===== config.mk =====
export PLATFORM = sky130hd
export DESIGN_NAME = rs232_stim_gen_flat
export DESIGN_NICKNAME = d
export VERILOG_FILES = /design/src/rtl/rs232_stim_gen_if.sv /design/src/rtl/rs232_stim_gen.sv /design/src/flat_wrapper.sv
export SDC_FILE = /design/constraint.sdc
export NUM_CORES = 1
export LEC_CHECK = 0
export BUFFER_PORTS_ARGS = -buffer_cell sky130_fd_sc_hd__buf_2
export CAP_MARGIN = 10
export CORE_ASPECT_RATIO = 0.8
export CORE_UTILIZATION = 30
export DETAILED_ROUTE_END_ITERATION = 10
export GPL_TIMING_DRIVEN = 0
export PLACE_DENSITY = 0.45
export SETUP_SLACK_MARGIN = 0.2
export SLEW_MARGIN = 0
export SYNTH_ARGS = -nofsm -noshare
export SYNTH_HDL_FRONTEND = slang
export SYNTH_SLANG_ARGS = --single-unit

===== constraint.sdc =====
create_clock -name CLK_50MHZ -period 4.72 [get_ports CLK_50MHZ]
set_clock_uncertainty 0.2 [all_clocks]
set_input_delay 0.236 -clock CLK_50MHZ [delete_from_list [all_inputs] [get_ports CLK_50MHZ]]
set_output_delay 0.236 -clock CLK_50MHZ [all_outputs]
set_load 0.005 [all_outputs]

===== src/rtl/rs232_stim_gen_if.sv =====
// Control and serial-output bundle of the RS-232 stimulus generator.
interface rs232_stim_gen_if;
  logic       TRG;
  logic       MODE;
  logic       FREE_RUN;
  logic [7:0] DATA_IN;
  logic       TXD;
  logic       BUSY;
  logic       DONE;
  logic [7:0] BYTE_OUT;

  modport master (
    output TRG, MODE, FREE_RUN, DATA_IN,
    input  TXD, BUSY, DONE, BYTE_OUT
  );

  modport slave (
    input  TRG, MODE, FREE_RUN, DATA_IN,
    output TXD, BUSY, DONE, BYTE_OUT
  );
endinterface


===== src/rtl/rs232_stim_gen.sv =====
// RS-232 frame generator: sends a fixed or LFSR-random payload as one UART frame
// per trigger, or back-to-back frames while FREE_RUN is high.
module rs232_stim_gen #(
  parameter int unsigned CLK_DIV   = 100,
  parameter int unsigned DATA_BITS = 8,
  parameter int unsigned PARITY    = 0,
  parameter int unsigned STOP_BITS = 1,
  parameter logic [15:0] LFSR_SEED = 16'hACE1
) (
  input  logic           CLK_50MHZ,
  input  logic           RST,
  rs232_stim_gen_if.slave bus
);

  localparam int unsigned BAUD_W = 16;
  localparam int unsigned BIT_W  = 3;

  localparam logic [2:0] IDLE  = 3'd0;
  localparam logic [2:0] START = 3'd1;
  localparam logic [2:0] DATA  = 3'd2;
  localparam logic [2:0] PAR   = 3'd3;
  localparam logic [2:0] STOP  = 3'd4;

  localparam logic [BAUD_W-1:0] BAUD_LAST = BAUD_W'(CLK_DIV - 1);
  localparam logic [BAUD_W-1:0] BAUD_PRE  = BAUD_W'(CLK_DIV - 2);
  localparam logic [BIT_W-1:0]  DATA_LAST = BIT_W'(DATA_BITS - 1);
  localparam logic [BIT_W-1:0]  STOP_LAST = BIT_W'(STOP_BITS - 1);
  localparam logic [7:0]        DATA_MASK = 8'((16'd1 << DATA_BITS) - 16'd1);
  localparam logic              HAS_PAR   = (PARITY != 0);
  localparam logic              ODD_PAR   = (PARITY == 2);
  // Galois taps for x^16+x^14+x^13+x^11+1 (right-shifting form)
  localparam logic [15:0]       LFSR_POLY = 16'hB400;

  logic [2:0]        state_q, state_d;
  logic [BAUD_W-1:0] baud_q, baud_d;
  logic [BIT_W-1:0]  bit_q, bit_d;
  logic [7:0]        shift_q, shift_d;
  logic              par_q, par_d;
  logic [15:0]       lfsr_q, lfsr_d;
  logic              txd_q, txd_d;
  logic              busy_q, busy_d;
  logic              done_q, done_d;
  logic [7:0]        byte_q, byte_d;

  logic [15:0]       lfsr_step;
  logic [7:0]        payload;
  logic              bit_end;

  always_ff @(posedge CLK_50MHZ) begin
    if (RST) begin
      state_q <= IDLE;
      baud_q  <= '0;
      bit_q   <= '0;
      shift_q <= '0;
      par_q   <= 1'b0;
      lfsr_q  <= LFSR_SEED;
      txd_q   <= 1'b1;
      busy_q  <= 1'b0;
      done_q  <= 1'b0;
      byte_q  <= '0;
    end else begin
      state_q <= state_d;
      baud_q  <= baud_d;
      bit_q   <= bit_d;
      shift_q <= shift_d;
      par_q   <= par_d;
      lfsr_q  <= lfsr_d;
      txd_q   <= txd_d;
      busy_q  <= busy_d;
      done_q  <= done_d;
      byte_q  <= byte_d;
    end
  end

  // Next-state and registered-output logic; TXD changes on the bit boundary edge
  always_comb begin
    state_d = state_q;
    baud_d  = baud_q;
    bit_d   = bit_q;
    shift_d = shift_q;
    par_d   = par_q;
    lfsr_d  = lfsr_q;
    txd_d   = txd_q;
    busy_d  = busy_q;
    done_d  = 1'b0;
    byte_d  = byte_q;

    lfsr_step = {1'b0, lfsr_q[15:1]} ^ (lfsr_q[0] ? LFSR_POLY : 16'h0000);
    payload   = (bus.MODE ? lfsr_step[7:0] : bus.DATA_IN) & DATA_MASK;
    bit_end   = (baud_q == BAUD_LAST);

    if (state_q != IDLE) begin
      baud_d = bit_end ? '0 : baud_q + BAUD_W'(1);
    end

    case (state_q)
      IDLE: begin
        baud_d = '0;
        if (bus.TRG || bus.FREE_RUN) begin
          state_d = START;
          txd_d   = 1'b0;
          busy_d  = 1'b1;
          bit_d   = '0;
          shift_d = payload;
          par_d   = (^payload) ^ ODD_PAR;
          byte_d  = payload;
          if (bus.MODE) lfsr_d = lfsr_step;
        end
      end
      START: begin
        if (bit_end) begin
          state_d = DATA;
          txd_d   = shift_q[0];
        end
      end
      DATA: begin
        if (bit_end) begin
          if (bit_q == DATA_LAST) begin
            bit_d = '0;
            if (HAS_PAR) begin
              state_d = PAR;
              txd_d   = par_q;
            end else begin
              state_d = STOP;
              txd_d   = 1'b1;
            end
          end else begin
            bit_d   = bit_q + BIT_W'(1);
            shift_d = {1'b0, shift_q[7:1]};
            txd_d   = shift_q[1];
          end
        end
      end
      PAR: begin
        if (bit_end) begin
          state_d = STOP;
          bit_d   = '0;
          txd_d   = 1'b1;
        end
      end
      STOP: begin
        // DONE is registered, so raise it one cycle early to cover the final cycle
        if (bit_q == STOP_LAST && baud_q == BAUD_PRE) done_d = 1'b1;
        if (bit_end) begin
          if (bit_q == STOP_LAST) begin
            state_d = IDLE;
            busy_d  = 1'b0;
            bit_d   = '0;
          end else begin
            bit_d = bit_q + BIT_W'(1);
          end
        end
      end
      default: begin
        state_d = IDLE;
        baud_d  = '0;
        bit_d   = '0;
        txd_d   = 1'b1;
        busy_d  = 1'b0;
      end
    endcase
  end

  assign bus.TXD      = txd_q;
  assign bus.BUSY     = busy_q;
  assign bus.DONE     = done_q;
  assign bus.BYTE_OUT = byte_q;

endmodule


===== src/flat_wrapper.sv =====
// flat-port wrapper written by rule: the top's interface ports become plain ports
module rs232_stim_gen_flat 
#(
  parameter int unsigned CLK_DIV   = 100,
  parameter int unsigned DATA_BITS = 8,
  parameter int unsigned PARITY    = 0,
  parameter int unsigned STOP_BITS = 1,
  parameter logic [15:0] LFSR_SEED = 16'hACE1
)
  (CLK_50MHZ, RST, bus_TRG, bus_MODE, bus_FREE_RUN, bus_DATA_IN, bus_TXD, bus_BUSY, bus_DONE, bus_BYTE_OUT);
  rs232_stim_gen_if bus_i ();
  input  logic CLK_50MHZ;
  input  logic RST;
  input wire logic [$bits(bus_i.TRG)-1:0] bus_TRG;
  input wire logic [$bits(bus_i.MODE)-1:0] bus_MODE;
  input wire logic [$bits(bus_i.FREE_RUN)-1:0] bus_FREE_RUN;
  input wire logic [$bits(bus_i.DATA_IN)-1:0] bus_DATA_IN;
  output wire logic [$bits(bus_i.TXD)-1:0] bus_TXD;
  output wire logic [$bits(bus_i.BUSY)-1:0] bus_BUSY;
  output wire logic [$bits(bus_i.DONE)-1:0] bus_DONE;
  output wire logic [$bits(bus_i.BYTE_OUT)-1:0] bus_BYTE_OUT;
  assign bus_i.TRG = bus_TRG;
  assign bus_i.MODE = bus_MODE;
  assign bus_i.FREE_RUN = bus_FREE_RUN;
  assign bus_i.DATA_IN = bus_DATA_IN;
  assign bus_TXD = bus_i.TXD;
  assign bus_BUSY = bus_i.BUSY;
  assign bus_DONE = bus_i.DONE;
  assign bus_BYTE_OUT = bus_i.BYTE_OUT;
  rs232_stim_gen #(.CLK_DIV(CLK_DIV), .DATA_BITS(DATA_BITS), .PARITY(PARITY), .STOP_BITS(STOP_BITS), .LFSR_SEED(LFSR_SEED)) u_core (.CLK_50MHZ(CLK_50MHZ), .RST(RST), .bus(bus_i));
endmodule

==> After elaboration in Yosys (flattened, before gate mapping) <==
Index checks and enable logic that the tools add are counted.
W data, S select, Z words.
{ "word_totals": {"regBits": 57, "input_bits": 13} }
{ "op_classes": {"addsub": 2, "n_eq_ne": 15, "muxes": 33, "bitwise": 5, "reduce_logical": 17} }
{ "ops": {"columns": ["operator", "count"], "rows": [
  ["$mux W3", 13],
  ["$eq A16 B7 Y1 const B", 2],
  ["$mux W16", 2],
  ["$mux W8", 4],
  ["$pmux W3 S5", 2],
  ["$add A16 B1 Y16 const B", 1],
  ["$pmux W8 S2", 1],
  ["$xor A15 B16 Y16", 1],
  ["$ne A2 B1 Y1 const B", 7],
  ["$reduce_and A5 Y1", 2],
  ["$mux W1", 9],
  ["$reduce_and A4 Y1", 2],
  ["$reduce_and A7 Y1", 1],
  ["$eq A3 B2 Y1 const B", 2],
  ["$eq A3 B3 Y1 const B", 2],
  ["$logic_not A3 Y1", 2],
  ["$pmux W1 S5", 1],
  ["$not A1 Y1", 4],
  ["$reduce_or A2 Y1", 2],
  ["$reduce_or A4 Y1", 1],
  ["$add A3 B1 Y3 const B", 1],
  ["$eq A3 B1 Y1 const B", 1],
  ["$pmux W1 S3", 1],
  ["$reduce_and A3 Y1", 1],
  ["7 further kinds", 7]
]} }

==> Depth between registers and ports, before layout <==
{ "depth": {"depth_word": 5, "depth_mapped": 7, "ltp_nobuf": 6} }

==> Least setup slack after synthesis <==
No wires, ideal clock.
{ "synth_path": {"kind": "reg2reg", "startpoint": "register u_core.bit_q[0]", "endpoint": "register u_core.shift_q[0]", "arrival_ps": 1666, "required_ps": 4385, "setup_slack_ps": 2719, "path_stages_with_launch": 6, "period_less_slack_ps": 2001, "path_cell_list": "dfxtp_1 ha_1 ha_1 a2111oi_0 a21oi_2 mux2i_1"} }
{ "synth_between": {"elab_chain_cells": 3} }
{ "synth_rtl": {"columns": ["item", "line_no", "text"], "rows": [
  ["start: declaration", "rs232_stim_gen.sv:36", "logic [BIT_W-1:0] bit_q, bit_d;"],
  ["start signal: assignment", "rs232_stim_gen.sv:64", "bit_q <= bit_d;"],
  ["$eq A3 B3 Y1", "rs232_stim_gen.sv:118", "if (bit_q == DATA_LAST) begin"],
  ["$ne A2 B2 Y1 (no line)", null, null],
  ["$reduce_and A4 Y1 (no line)", null, null],
  ["end signal: assignment", "rs232_stim_gen.sv:65", "shift_q <= shift_d;"],
  ["end: declaration", "rs232_stim_gen.sv:37", "logic [7:0] shift_q, shift_d;"]
]} }
No other way between the ends.
A chain may end at the register's enable or synchronous reset.

==> Final worst setup path <==
{ "layout_path": {"startpoint": "register u_core.bit_q[0]", "endpoint": "register u_core.shift_q[5]"} }
The elaborated chain is that of the path after synthesis.

==> results.ini <==
[floorplanning]
core_um2=8520
rows=30
die_area_um2=9230
die_h_um=86.1
ios=24
start_util=0.311
fp.dieW_um=107

[place]
dp_hpwl_mm=4.79
place_ws_ns=2.40
place_congestion=0.785
port_buffers=22

[setup_path]
critPathCapture=u_core.shift_q[5]
critPathKind=reg2reg
cp.depth=5
cp_cell_sequence=ha_1 -> ha_1 -> a2111oi_0 -> a21oi_2 -> mux2i_1
rrSetupSlack_ns=2.37
crit_arrival_ns=2.36
cp_max_fo=7
crit_path_start_kind=flip-flop
slowest_delay_ns=0.74
r2r_start=u_core.bit_q[0]
r2r_cells=5
cp_data_required_time_ns=4.73
path_buf_inv=0
r2r-end=u_core.shift_q[5]
endpoint_kind=flip-flop
crit_family=compound AO/OA/AOI/OAI gates
cp-startpoint=u_core.bit_q[0]
slowest_stage=a2111oi_0
crit_top_cell=ha_1

[sta]
setup_slack_ns=2.37
slew_viol_final=0
fin_crit_sh=0.499
setup_viol=0
fin_crit_ns=2.35
finalHoldViolCount=0
rsz0062_at_grt=false
fmax_ghz=0.425
setup_tns_ns=0
timing.slew.headroom=0.431
worstMarginPinSlew_ns=0.832

[layout]
fin_nets=366
nFillCells=893
drive_gt1_frac=0.153
area_growth_syn_to_layout_pct=17.7
diodes=0

[route]
viasPerCell=4.95
postRouteAntennaNets=0
initialDrtViolationCount=127
drt-pass1-iter-count=4
remaining_drc_errors=0
wirelength_mm=6.57
vias=2300
wl_per_cell_um=14.1

[global_routing]
antenna_found_initial=0
grt_usage=0.161
overflow=0
grt_first_pass_wirelength_mm=11.1
grt_pass1_vias=2218
grt_max_degree=11

[synth]
syn_area_per_cell_um2=8.45
seq_area_frac_synth=0.430
synth_flop_cell=dfxtp_1
yosys-top-cells-area=dfxtp_1 (43%), nand2_1 (8.1%), mux2i_1 (6.8%), nor2_1 (3.5%), a21oi_1 (3.4%)
async_flop_share=0
synth_edf_count=0
synthesis.yosys.warnings=0
netlist_area_um2=2650
ys_types=44
synth_nets=332
syn_inst=314
yosysTopAreaCellShare=0.430
ys_ff_latch=57
yosys.area.top_type=dfxtp_1

[clock_network]
clkTransAtPathRegs_ns=0.07
cts_tree=done
clkLatencyLatePin_ns=0.34
cts_sinks=57
cts_buffers=9
clock-root-buffer=clkbuf_8
cts.htree.levels=3
cts_setup_buffers=0
hold_buffers=1
cts_resized=0
cts_buffer_depth=2

[hold_path]
hp-class=in2reg

[power_and_ir_drop]
vdd_drop_max_uv=152
p_per_area_nw_per_um2=365
power.leakage_uw=0.00123

[run]
drv_cap=0

[run_status]
outcome=completed

[cell families after synthesis]
| group | count (synthesis) | synth area share |
|---|---|---|
| DFF | 57 | 0.430 |
| and+or+nand+nor | 135 | 0.240 |
| buffers and inverters | 28 | 0.0443 |
| muxes | 19 | 0.0721 |
| AOI/OAI and AO/OA | 58 | 0.150 |
| xor gates and xnor gates | 12 | 0.0396 |
| adders and majority gates | 5 | 0.0236 |
[power by group]
part           total (µW)  switching, µW  internal [µW]
Sequential            522           14.9            507
Combinational         117           69.8           47.5
Clock                 501            204            298
Total                1140            288            852
[worst min-delay path, cell delays in order]
cell and delay [ns]:
buf_2 0.07, mux2i_1 0.09, a211oi_1 0.23
[area by class of cell]
cell class                 instances  area, µm²  area share
multi-input combinational        229       1400       0.447
sequential                        57       1140       0.365
tap                              112        140      0.0449
clock buffer                      11        131      0.0421
timing repair buffer              23        120      0.0384
buffer                            19       83.8      0.0268
clock inverter                     5       78.8      0.0252
inverter                           9       33.8      0.0108
[metrics by stage]
stage / cells / total power [µW] / utilization / hold WS, ns / area (µm²)
2_1_floorplan: 314 / 610 / - / 0.153 / 2650
4_1_cts: 465 / 1160 / 0.367 / 0.120 / 3120
5_1_grt: 465 / 1200 / 0.367 / 0.128 / 3120
6_report: 465 / 1140 / 0.367 / 0.131 / 3120
3_5_place_dp: 448 / 651 / 0.341 / 0.249 / 2900
3_3_place_gp: 448 / 650 / 0.341 / 0.240 / 2900
[worst min path at each step]
stage / start / end / slack, ns / depth (start not counted)
after floorplan: RST / u_core.state_q[1] / 0.15 / 1
after global placement: u_core.baud_q[0] / u_core.baud_q[0] / 0.24 / 1
after detailed placement: u_core.lfsr_q[15] / u_core.lfsr_q[14] / 0.25 / 2
after CTS: bus_DATA_IN[5] / u_core.bus.BYTE_OUT[5] / 0.12 / 3
after global routing: bus_DATA_IN[4] / u_core.bus.BYTE_OUT[4] / 0.13 / 3
final: bus_DATA_IN[1] / u_core.bus.BYTE_OUT[1] / 0.13 / 3
[cells in the mapped netlist, types with 2 or more instances]
cell and n:
nand3_1 14, and4_1 2, or3_1 4, nor4_1 5, or4_1 3, o21ai_0 4
buf_2 7, xor2_1 5, nor2_1 25, nand4_1 9, o31ai_1 5, inv_1 9
nand2b_1 2, a21oi_1 18, ha_1 5, nor3_1 5, xnor2_1 7, clkbuf_1 11
or2_2 2, mux2i_1 18, dfxtp_1 57, nand2_1 57, and3_1 2, o311a_1 2
a211oi_1 8, o211ai_1 10
[state kept, by name (all words and copies together), names as in the netlist]
signal / cells
u_core.shift_q: 8
u_core.lfsr_q: 16
u_core.bus.BYTE_OUT: 8
u_core.bus.TXD: 1
u_core.state_q: 3
u_core.bus.DONE: 1
u_core.bit_q: 3
u_core.bus.BUSY: 1
u_core.baud_q: 16
[cell usage in the layout (no fill, tap or decap), types with 8 or more instances in the layout]
cell type	synthesis	layout
inv_1	9	9
nand3_1	14	14
dfxtp_1	57	57
a21oi_1	18	18
nor2_1	25	25
clkbuf_8	0	9
mux2i_1	18	18
a211oi_1	8	8
clkbuf_1	11	13
buf_2	7	29
nand2_1	57	57
nand4_1	9	9
o211ai_1	10	10
[per-layer routing]
| metal | share of wire | GRT usage | vias up | routed length (µm) |
|---|---|---|---|---|
| met5 | 0 | 0 | - | 0 |
| met4 | 0.017 | 0.0722 | 0 | 112 |
| met3 | 0.046 | 0.0616 | 12 | 302 |
| met2 | 0.45 | 0.259 | 43 | 2980 |
| met1 | 0.48 | 0.190 | 1057 | 3180 |
| li1 | - | - | 1188 | - |
Power figures use the tool's default switching activity.
